**config.mk**
```make
export PLATFORM = sky130hd
export DESIGN_NAME = mmio_port_hub
export DESIGN_NICKNAME = d
export VERILOG_FILES = /design/src/rtl/mmio_port_hub.sv
export SDC_FILE = /design/constraint.sdc
export NUM_CORES = 1
export LEC_CHECK = 0
export ABC_AREA = 1
export CORE_MARGIN = 5
export CORE_UTILIZATION = 55
export CTS_BUF_LIST = sky130_fd_sc_hd__clkbuf_4
export CTS_CLUSTER_DIAMETER = 60
export CTS_CLUSTER_SIZE = 40
export DETAILED_ROUTE_END_ITERATION = 16
export GPL_ROUTABILITY_DRIVEN = 0
export MAX_ROUTING_LAYER = met4
export PLACE_DENSITY = 0.86
export SLEW_MARGIN = 20
export SYNTH_ARGS = -nofsm -noshare
export SYNTH_HDL_FRONTEND = slang
export SYNTH_SLANG_ARGS = --single-unit
```
**constraint.sdc**
```tcl
create_clock -name cpu_clk -period 8.7 [get_ports cpu_clk]
set_clock_uncertainty 0.2 [all_clocks]
set_input_delay 1.305 -clock cpu_clk [delete_from_list [all_inputs] [get_ports cpu_clk]]
set_output_delay 1.305 -clock cpu_clk [all_outputs]
set_load 0.02 [all_outputs]
```
**src/rtl/mmio_port_hub.sv**
```systemverilog
// Memory-mapped I/O hub with debounced input channels, output registers,
// per-input change flags, an interrupt mask and a level interrupt.
// The bus side is single-cycle: read data is combinational from registered
// state, and every side effect takes place on the rising edge of cpu_clk.
module mmio_port_hub #(
   parameter int          IN_CH        = 2,
   parameter int          OUT_CH       = 2,
   parameter int          CH_W         = 16,
   parameter logic [31:0] BASE_ADDR    = 32'hFFFF_FC00,
   parameter int          DEBOUNCE_CYC = 16
) (
   input  logic                   cpu_clk,
   input  logic                   reset,
   input  logic [31:0]            addr,
   input  logic                   io_read,
   input  logic                   io_write,
   input  logic [31:0]            wdata,
   output logic [31:0]            rdata,
   output logic                   hit,
   input  logic [IN_CH*CH_W-1:0]  sw_in,
   output logic [OUT_CH*CH_W-1:0] led_out,
   output logic                   irq
);
   localparam int               CNT_W    = $clog2(DEBOUNCE_CYC) + 1;
   localparam logic [CNT_W-1:0] CNT_LAST = CNT_W'(DEBOUNCE_CYC - 1);

   // Word indices (byte offset >> 2) inside the 256-byte region.
   localparam logic [5:0] W_OUT    = 6'h18;
   localparam logic [5:0] W_IN     = 6'h1C;
   localparam logic [5:0] W_STATUS = 6'h20;
   localparam logic [5:0] W_MASK   = 6'h21;

   logic [CH_W-1:0]   out_reg [OUT_CH];
   logic [CH_W-1:0]   sync1   [IN_CH];
   logic [CH_W-1:0]   sync2   [IN_CH];
   logic [CH_W-1:0]   sync2_d [IN_CH];
   logic [CH_W-1:0]   stable  [IN_CH];
   logic [CNT_W-1:0]  cnt     [IN_CH];
   logic [IN_CH-1:0]  chg_flag;
   logic [IN_CH-1:0]  chg_set;
   logic [IN_CH-1:0]  irq_mask;
   logic              region;
   logic [5:0]        word;
   logic [OUT_CH-1:0] sel_out;
   logic [IN_CH-1:0]  sel_in;
   logic              sel_status;
   logic              sel_mask;
   logic              status_clr;
   logic              unused_bits;

   // Byte lanes and wide store data above the channel width are don't-care.
   assign unused_bits = ^{addr[1:0], wdata};

   assign region     = (addr[31:8] == BASE_ADDR[31:8]);
   assign word       = addr[7:2];
   assign sel_status = region && (word == W_STATUS);
   assign sel_mask   = region && (word == W_MASK);
   assign hit        = (|sel_out) | (|sel_in) | sel_status | sel_mask;
   assign status_clr = io_read && sel_status;
   assign irq        = |(chg_flag & irq_mask);

   // Per-channel register selects; channels beyond IN_CH/OUT_CH stay unmapped.
   always_comb begin
      sel_out = '0;
      sel_in  = '0;
      for (int k = 0; k < OUT_CH; k++) sel_out[k] = region && (word == W_OUT + 6'(k));
      for (int k = 0; k < IN_CH; k++)  sel_in[k]  = region && (word == W_IN + 6'(k));
   end

   // Load data mux, zero unless a mapped register is being read.
   always_comb begin
      rdata = '0;
      if (io_read) begin
         for (int k = 0; k < OUT_CH; k++) if (sel_out[k]) rdata = 32'(out_reg[k]);
         for (int k = 0; k < IN_CH; k++)  if (sel_in[k])  rdata = 32'(stable[k]);
         if (sel_status) rdata = 32'(chg_flag);
         if (sel_mask)   rdata = 32'(irq_mask);
      end
   end

   // Pack the output registers onto the pins.
   always_comb begin
      led_out = '0;
      for (int k = 0; k < OUT_CH; k++) led_out[k*CH_W +: CH_W] = out_reg[k];
   end

   // A channel accepts its new value when sync2 has differed from stable and
   // held steady for DEBOUNCE_CYC consecutive edges.
   always_comb begin
      chg_set = '0;
      for (int k = 0; k < IN_CH; k++)
         chg_set[k] = (sync2[k] != stable[k]) && (sync2[k] == sync2_d[k]) && (cnt[k] == CNT_LAST);
   end

   // Synchroniser, debounce counter, stable value and change flags.
   always_ff @(posedge cpu_clk) begin
      if (reset) begin
         for (int k = 0; k < IN_CH; k++) begin
            sync1[k]   <= '0;
            sync2[k]   <= '0;
            sync2_d[k] <= '0;
            stable[k]  <= '0;
            cnt[k]     <= '0;
         end
         chg_flag <= '0;
      end else begin
         for (int k = 0; k < IN_CH; k++) begin
            sync1[k]   <= sw_in[k*CH_W +: CH_W];
            sync2[k]   <= sync1[k];
            sync2_d[k] <= sync2[k];
            if (sync2[k] == stable[k] || sync2[k] != sync2_d[k] || chg_set[k])
               cnt[k] <= '0;
            else
               cnt[k] <= cnt[k] + 1'b1;
            if (chg_set[k]) stable[k] <= sync2[k];
         end
         // A flag setting on the same edge as a STATUS read survives the clear.
         chg_flag <= (status_clr ? '0 : chg_flag) | chg_set;
      end
   end

   // CPU stores to the output registers and the interrupt mask.
   always_ff @(posedge cpu_clk) begin
      if (reset) begin
         for (int k = 0; k < OUT_CH; k++) out_reg[k] <= '0;
         irq_mask <= '0;
      end else if (io_write) begin
         for (int k = 0; k < OUT_CH; k++) if (sel_out[k]) out_reg[k] <= wdata[CH_W-1:0];
         if (sel_mask) irq_mask <= wdata[IN_CH-1:0];
      end
   end

endmodule

```
== Yosys cells after proc, flatten, opt, wreduce, memory -nomap -nowiden ==
Memories as Yosys holds them, arrays and structs flattened.
Index checks and enable logic that the tools add are counted.

* Mux-type cells: 51
* Shift operators: 0
* $lt $le $gt $ge: 0
* Reduce and logical (&&, ||, !) cells: 19
* Add/sub/neg operators: 2
* Bitwise operators: 19
* Multipliers: 0
* Equality and inequality tests: 17
* Div/mod/pow operators: 0

{| class="wikitable"
|+ Operators with widths
! kind !! number
|-
| $mux W32 || 6
|-
| $mux W16 || 11
|-
| $eq A16 B16 Y1 || 4
|-
| $ne A16 B16 Y1 || 4
|-
| $mux W1 || 29
|-
| $eq A24 B24 Y1 const B || 1
|-
| $eq A6 B5 Y1 const B || 4
|-
| $mux W5 || 4
|-
| $or A1 B1 Y1 || 17
|-
| $eq A6 B6 Y1 const B || 2
|-
| $logic_and A1 B1 Y1 || 11
|-
| $add A5 B1 Y5 const B || 2
|-
| $eq A5 B4 Y1 const B || 2
|-
| $reduce_or A2 Y1 || 3
|-
| $logic_or A1 B1 Y1 || 4
|-
| $and A2 B2 Y2 || 1
|-
| $mux W2 || 1
|-
| $or A2 B2 Y2 || 1
|-
| $reduce_and A2 Y1 || 1
|}

* RAM bits: 170
* Bits of input ports: 100
* Bits in latches: 0
* Output and inout bits: 66
* Bits in registers: 4
* Memories: 6
* Bits in read-only memories: 0
* Logic and storage cells: 116

{| class="wikitable"
|+ Memory list
! memory !! words !! width !! read ports !! clocked after Yosys merged registers in !! wr ports !! line !! source
|-
| out_reg || 2 || 16 || 2 || 0 || 2 || 33 || <nowiki>logic [CH_W-1:0] out_reg [OUT_CH];</nowiki>
|-
| stable || 2 || 16 || 2 || 0 || 2 || 37 || <nowiki>logic [CH_W-1:0] stable [IN_CH];</nowiki>
|-
| sync1 || 2 || 16 || 2 || 0 || 2 || 34 || <nowiki>logic [CH_W-1:0] sync1 [IN_CH];</nowiki>
|-
| sync2 || 2 || 16 || 2 || 0 || 2 || 35 || <nowiki>logic [CH_W-1:0] sync2 [IN_CH];</nowiki>
|-
| sync2_d || 2 || 16 || 2 || 0 || 2 || 36 || <nowiki>logic [CH_W-1:0] sync2_d [IN_CH];</nowiki>
|-
| cnt || 2 || 5 || 2 || 0 || 2 || 38 || <nowiki>logic [CNT_W-1:0] cnt [IN_CH];</nowiki>
|}

== Logic depth before layout (Yosys ltp) ==
Gate-level depths: netlist of the first run.
An unclocked memory read counts as a cell.

* Depth after elaboration: 10
* Gate-level depth with buffers: 11
* Mapped depth without buffers: 11

== Least setup slack after synthesis of the first run ==
No wires, ideal clock.

* Path kind: input to output
* Start point: input port addr[6]
* End point: output port rdata[12]
* Stages: 8
* Data required time: 7.195 ns
* Buffers on the path: 0
* Data arrival time: 2.717 ns
* Path slack: 4.478 ns
* Path through: inv_1 > or2_4 > nor3_4 > inv_2 > nor2_8 > nand3_1 > nand3_1 > nor3b_1

* Cells in the longest elaborated chain, start to end: 9
* Elaborated cells between the ends (all ways): 19
* Those cells by class: eq/ne (6); mux (7); reduce/logical (6)

{| class="wikitable"
|+ Ends and longest elaborated chain
! what !! line !! source
|-
| from (decl) || 14 || <nowiki>input logic [31:0] addr,</nowiki>
|-
| $eq A6 B5 Y1 || 66 || <nowiki>for (int k = 0; k < OUT_CH; k++) sel_out[k] = region && (word == W_OUT + 6'(k));</nowiki>
|-
| $logic_and A1 B1 Y1 || 66 ||
|-
| $mux W16 || 74 || <nowiki>for (int k = 0; k < OUT_CH; k++) if (sel_out[k]) rdata = 32'(out_reg[k]);</nowiki>
|-
| $mux W32 || 74 ||
|-
| $mux W32 (2 in a row) || 75 || <nowiki>for (int k = 0; k < IN_CH; k++) if (sel_in[k]) rdata = 32'(stable[k]);</nowiki>
|-
| $mux W32 || 76 || <nowiki>if (sel_status) rdata = 32'(chg_flag);</nowiki>
|-
| $mux W32 (*) || 77 || <nowiki>if (sel_mask) rdata = 32'(irq_mask);</nowiki>
|-
| $mux W32 (*) || 73 || <nowiki>if (io_read) begin</nowiki>
|-
| to (decl) || 18 || <nowiki>output logic [31:0] rdata,</nowiki>
|}

Every way passes the cells marked *; elsewhere a longest branch is shown, timed or not.

== Worst setup path after layout of the first run ==
* Start point: input port addr[2]
* End point: output port rdata[12]

The elaborated chain is that of the path after synthesis.

==> run_results.csv, run 1 <==
group,metric,value,unit
logic_synthesis,synthTopCellsByArea,"edfxtp_1 29%, dfxtp_1 27%, nor2_1 9.0%",
clock_network,post_cts_buffers,0,
critical_path,cp_max_fo,27,
detailed_routing,wirelength,16100,um
finish,stdcell_count,1166,
floorplanning,dieArea,16200,sq um
outcome,status,"finished, final reports clean",
detailed_routing,via_per_inst,4.83,
timing,hold_violations,0,
clock_network,h-tree-depth,4,
pwr,max-vdd-ir-drop,91.7,uV
logic_synthesis,synth_seq_cells,174,
critical_path,r2r_cells,7,
logic_synthesis,seq_area_frac_synth,56.0,%
logic_synthesis,postSynth.asyncResetShare,0,%
timing,max_slew.worst_pin.slew,1.03,ns
timing,slew-limit-headroom,31.5,%
critical_path,crit_top_cell,"clkdlybuf4s50_1",
floorplanning,fp.dieW,127,um
critical_path,path_cells,"clkdlybuf4s50_1, inv_2, or2_4, nor2_8, nand4_4, inv_1, nor3_1, nor3b_1, clkdlybuf4s50_1",
floorplanning,start_util,56.6,%
finish,layout-drive-gt1-share,7.18,%
timing,period_minus_slack,5.46,ns
grt,grt_max_degree,81,
finish,fin_nets,1080,
timing,drv_slew,0,
timing,tns,0,ns
logic_synthesis,synthTopCellsByCount,"181 x nor2_1, 149 x inv_1, 100 x dfxtp_1, 89 x nand2_1, 74 x edfxtp_1",
critical_path,slowest_stage,"clkdlybuf4s50_1",
worst_hold_path,hold_class,"reg2reg",
grt,track_usage,20.5,%
clock_network,clkSinkCount,174,
critical_path,end_kind,"output pin",
floorplanning,rows,42,
floorplanning,io_pins,166,
critical_path,crit_family,"buffers and inverters",
finish,final_core_util,69.2,%
logic_synthesis,synth.distinct_cells,41,
critical_path,crit_start,"addr[2]",
detailed_routing,vias,5628,
logic_synthesis,syn_area,7550,sq um
detailed_routing,post_drt_wl_per_cell,13.8,um
pwr,p_total,0.00151,W
clock_network,cts_tree,"yes",
logic_synthesis,yosys_warnings,0,
grt,met3_usage,4.84,%
place,place_inst,1133,
detailed_routing,ant_nets,0,
logic_synthesis,syn_area_per_cell,9.01,sq um
logic_synthesis,yosysMostFrequentCell,"nor2_1",
timing,fin_crit_sh,62.7,%
grt,grt_use_met2,35.6,%
timing,max_freq,183,MHz
grt,overflow,0,
pwr,power_density,164,nW/um^2
place,dp_hpwl,12100,um
critical_path,cp_slowest_stage_delay,0.66,ns
critical_path,path_class,"in2out",
flow_run,cap_violations,0,
floorplanning,core-area,13300,sq um
critical_path,crit_cells,9,
detailed_routing,drc_errors,0,
detailed_routing,dr.pass1.iters,5,
floorplanning,die_y,127,um
logic_synthesis,synth_top_cell_by_area,"edfxtp_1",
worst_hold_path,hold_start,"sync1[0][13]",
clock_network,clk_pin_slew,0.15,ns
clock_network,clockRootBuffer,"clkbuf_4",
grt,grt-busiest-layer,"met2",
place,port_buffers,131,
clock_network,post_cts_resized,0,
timing,setup_viol,0,
clock_network,hold_buffers,0,
critical_path,critPathArrivalTime,3.95,ns
critical_path,r2r-start,"cnt[0][0]",
grt,grt_pass1_wl,25400,um
grt,grt_pass1_vias,5506,
logic_synthesis,synth.top_cell.area_share,29.4,%
critical_path,worst_setup_path_start_kind,"input pin",
grt,met1_usage,23.0,%
logic_synthesis,syn_inst,838,
finish,area_delta_synth_final,22.3,%
worst_hold_path,whs_path_depth,2,
logic_synthesis,synth_edf_count,74,
detailed_routing,drt-initial-drc-count,375,
clock_network,clockBufferDepth,2,
clock_network,clkLatencyLatePin,0.55,ns
critical_path,critical_path_required,7.19,ns
grt,antenna_found_initial,1,
timing,rsz0062_at_grt,"no",
pwr,p_leak,4.07,nW
critical_path,path_buf_inv,4,
clock_network,cts_buffers,17,
logic_synthesis,synthFlopType,"dfxtp_1",
-- cells by family after synthesis --
family,after synthesis,synth area share [%]
compound gates,18,1.62
buf+inv,194,11.1
flops,174,56.0
xor+xnor,57,6.61
fa+ha+maj,4,0.663
simple gates,389,23.9
other cells,2,0.0995
-- cell type report --
cell class / count / area, sq um
timing repair buffer: 134 / 1330
fill: 1006 / 4110
sequential: 174 / 4220
clock inverter: 15 / 170
multi-input combinational: 494 / 2580
tap: 176 / 220
antenna: 1 / 2.50
inverter: 155 / 584
clock buffer: 17 / 128
-- where the power goes --
part	total, W	switching (W)	internal (W)	leakage [nW]
Clock	0.000461	0.000303	0.000158	0.164
Sequential	0.000903	0.0000205	0.000882	1.56
Combinational	0.000147	0.0000734	0.0000738	2.35
-- cell usage in the layout (no fill, tap or decap), types with 10 or more instances in the layout --
master,Yosys,layout
and3_1,15,15
clkbuf_4,0,17
clkdlybuf4s50_1,0,130
conb_1,2,26
dfxtp_1,100,100
edfxtp_1,74,74
inv_1,149,149
nand2_1,89,89
nand3_1,48,48
nand3b_1,10,10
nand4_1,11,11
nor2_1,181,181
or2_2,10,10
xnor2_1,47,47
xor2_1,10,10
-- final timing paths --
check	endpoint	slack (ns)
worst min-delay path	sync2[0][13]	0.20
worst max register to register	stable[0][14]	6.05
worst max-delay path	rdata[12]	3.24
worst min register to register	sync2[0][13]	0.20
-- metrics by stage --
step	area (sq um)	setup WS [ns]	hold WS, ns
3_3_place_gp	8930	3.29	0.190
2_1_floorplan	7640	4.48	0.188
5_1_grt	9230	3.13	0.217
6_report	9230	3.24	0.203
3_5_place_dp	8930	3.25	0.192
4_1_cts	9230	3.25	0.207
-- tightest hold or removal path, stage by stage (launching register included) --
cell and delay [ns]:
dfxtp_1 0.32, inv_1 0.04, nor2_1 0.03
-- metal layers --
| layer | routed length [um] | share of wire (%) | up-vias |
|---|---|---|---|
| met1 | 6240 | 39 | 2543 |
| met5 | 0 | 0 | - |
| met3 | 1310 | 8.2 | 37 |
| met4 | 470 | 2.9 | 0 |
| li1 | - | - | 2811 |
| met2 | 8060 | 50 | 237 |
(Power assumes the default switching activity.)
==> run 2: changes to the inputs <==
Settings changed: CORE_UTILIZATION 55 to 52, PLACE_DENSITY 0.86 to 0.82.
Clock period 8.7 ns to 5.2 ns, I/O delays scaled along.
==> run_results.csv, run 2 (synthesis gave the netlist of run 1 again) <==
group,metric,value,unit
finish,layout_commonest_cell,"nor2_1",
clock_network,clockRootBuffer,"clkbuf_4",
critical_path,end_kind,"output pin",
critical_path,crit_start,"addr[2]",
floorplanning,fp.dieW,130,um
grt,grt_pass1_wl,24500,um
critical_path,worst_setup_path_start_kind,"input pin",
pwr,power.share.combinational,9.7,%
timing,fin_crit_sh,85.3,%
detailed_routing,dr.pass1.iters,5,
pwr,seqPwrFrac,59.6,%
pwr,max-vdd-ir-drop,169,uV
clock_network,cts_buffers,17,
timing,drv_slew,0,
detailed_routing,via_per_inst,4.73,
timing,hold_violations,0,
grt,antenna_found_initial,0,
timing,max_freq,225,MHz
pwr,p_int,0.00187,W
finish,diodes,0,
critical_path,critical_path_required,4.22,ns
timing,max_slew.worst_pin.slew,1.09,ns
grt,grt_max_degree,80,
critical_path,crit_end,"rdata[12]",
worst_hold_path,hold_class,"reg2reg",
clock_network,cts_tree,"yes",
floorplanning,io_pins,166,
pwr,power_density,274,nW/um^2
critical_path,cp_max_fo,27,
critical_path,r2r-end,"stable[0][15]",
critical_path,r2r-start,"cnt[1][0]",
detailed_routing,post_drt_wl_per_cell,13.4,um
grt,track_usage,19.1,%
floorplanning,start_util,52.5,%
timing,tns,0,ns
clock_network,post_cts_buffers,0,
detailed_routing,drt-initial-drc-count,409,
clock_network,clockBufferDepth,2,
pwr,clkPwrFrac,30.7,%
place,dp_hpwl,11900,um
clock_network,clkSinkCount,174,
outcome,status,"finished, final reports clean",
grt,overflow,0,
detailed_routing,vias,5551,
finish,layout_common_cells,"181 x nor2_1, 149 x inv_1, 130 x clkdlybuf4s50_1",
timing,hold_slack,0.193,ns
finish,register_area,4220,sq um
floorplanning,rows,44,
critical_path,r2r_cells,7,
detailed_routing,ant_nets,0,
timing,setup_viol,0,
pwr,p_leak,4.07,nW
floorplanning,die_y,130,um
pwr,switching_power,0.000666,W
floorplanning,core-area,14400,sq um
finish,nFillCells,1144,
place,port_buffers,131,
detailed_routing,wirelength,15700,um
clock_network,h-tree-depth,4,
finish,fin_nets,1081,
critical_path,rrSetupSlack,2.54,ns
finish,multi_input_area,2580,sq um
timing,period_minus_slack,4.44,ns
clock_network,hold_buffers,0,
grt,grt_pass1_vias,5194,
floorplanning,dieArea,17000,sq um
critical_path,critPathArrivalTime,3.46,ns
timing,slew-limit-headroom,26.9,%
timing,rsz0062_at_grt,"no",
critical_path,path_class,"in2out",
clock_network,clkLatencyLatePin,0.56,ns
finish,area_delta_synth_final,22.5,%
finish,layout-drive-gt1-share,7.27,%
flow_run,cap_violations,0,
clock_network,post_cts_resized,0,
detailed_routing,drc_errors,0,
pwr,switching_share,26.3,%
clock_network,clk_pin_slew,0.15,ns
-- run 2: cell type report --
cell class | instances | area share, %
tap | 184 | 2.49
sequential | 174 | 45.7
timing repair buffer | 135 | 14.4
clock buffer | 17 | 1.38
clock inverter | 15 | 1.83
inverter | 155 | 6.32
multi-input combinational | 494 | 27.9
-- run 2: stage by stage --
stage / power [W] / instances / setup slack [ns] / area [sq um] / utilization (%)
after floorplan: 0.00167 / 862 / 1.71 / 7640 / -
after global placement: 0.00178 / 1142 / 0.791 / 8950 / 62.3
after detailed placement: 0.00179 / 1142 / 0.746 / 8950 / 62.3
after CTS: 0.00255 / 1174 / 0.734 / 9250 / 64.4
after global routing: 0.00264 / 1174 / 0.616 / 9250 / 64.4
final: 0.00253 / 1174 / 0.764 / 9250 / 64.4
-- run 2: worst min path at each step --
stage | start | endpoint | depth (start not counted)
floorplan | sync1[0][0] | sync2[0][0] | 2
global placement | sync1[0][25] | sync2[0][25] | 2
detailed placement | sync1[0][31] | sync2[0][31] | 2
CTS | sync1[0][28] | sync2[0][28] | 2
global route | sync1[0][11] | sync2[0][11] | 2
finish | sync1[0][28] | sync2[0][28] | 2
-- run 2: power by group through the flow --
stage                     combinational, W  clock (W)  sequential [W]
final                             0.000246   0.000776         0.00151
after global routing              0.000272   0.000850         0.00152
after CTS                         0.000248   0.000791         0.00151
after detailed placement          0.000247          0         0.00154
after global placement            0.000243          0         0.00154
after floorplan                   0.000126          0         0.00155
-- run 2: worst max-delay path, cell delays in order --
cell             delay (ns)
clkdlybuf4s50_1        0.54
inv_2                  0.06
or2_4                  0.25
nor2_8                 0.17
nand4_4                0.38
inv_1                  0.26
nor3_1                 0.08
nor3b_1                0.26
clkdlybuf4s50_1        0.65
-- run 2: per-layer routing --
| metal | vias to the layer above | track usage [%] | part of all wire [%] |
|---|---|---|---|
| li1 | 2811 | - | - |
| met1 | 2497 | 22.5 | 39 |
| met2 | 215 | 32.7 | 49 |
| met3 | 28 | 4.55 | 9.8 |
| met4 | 0 | 5.87 | 1.9 |
| met5 | - | - | 0 |
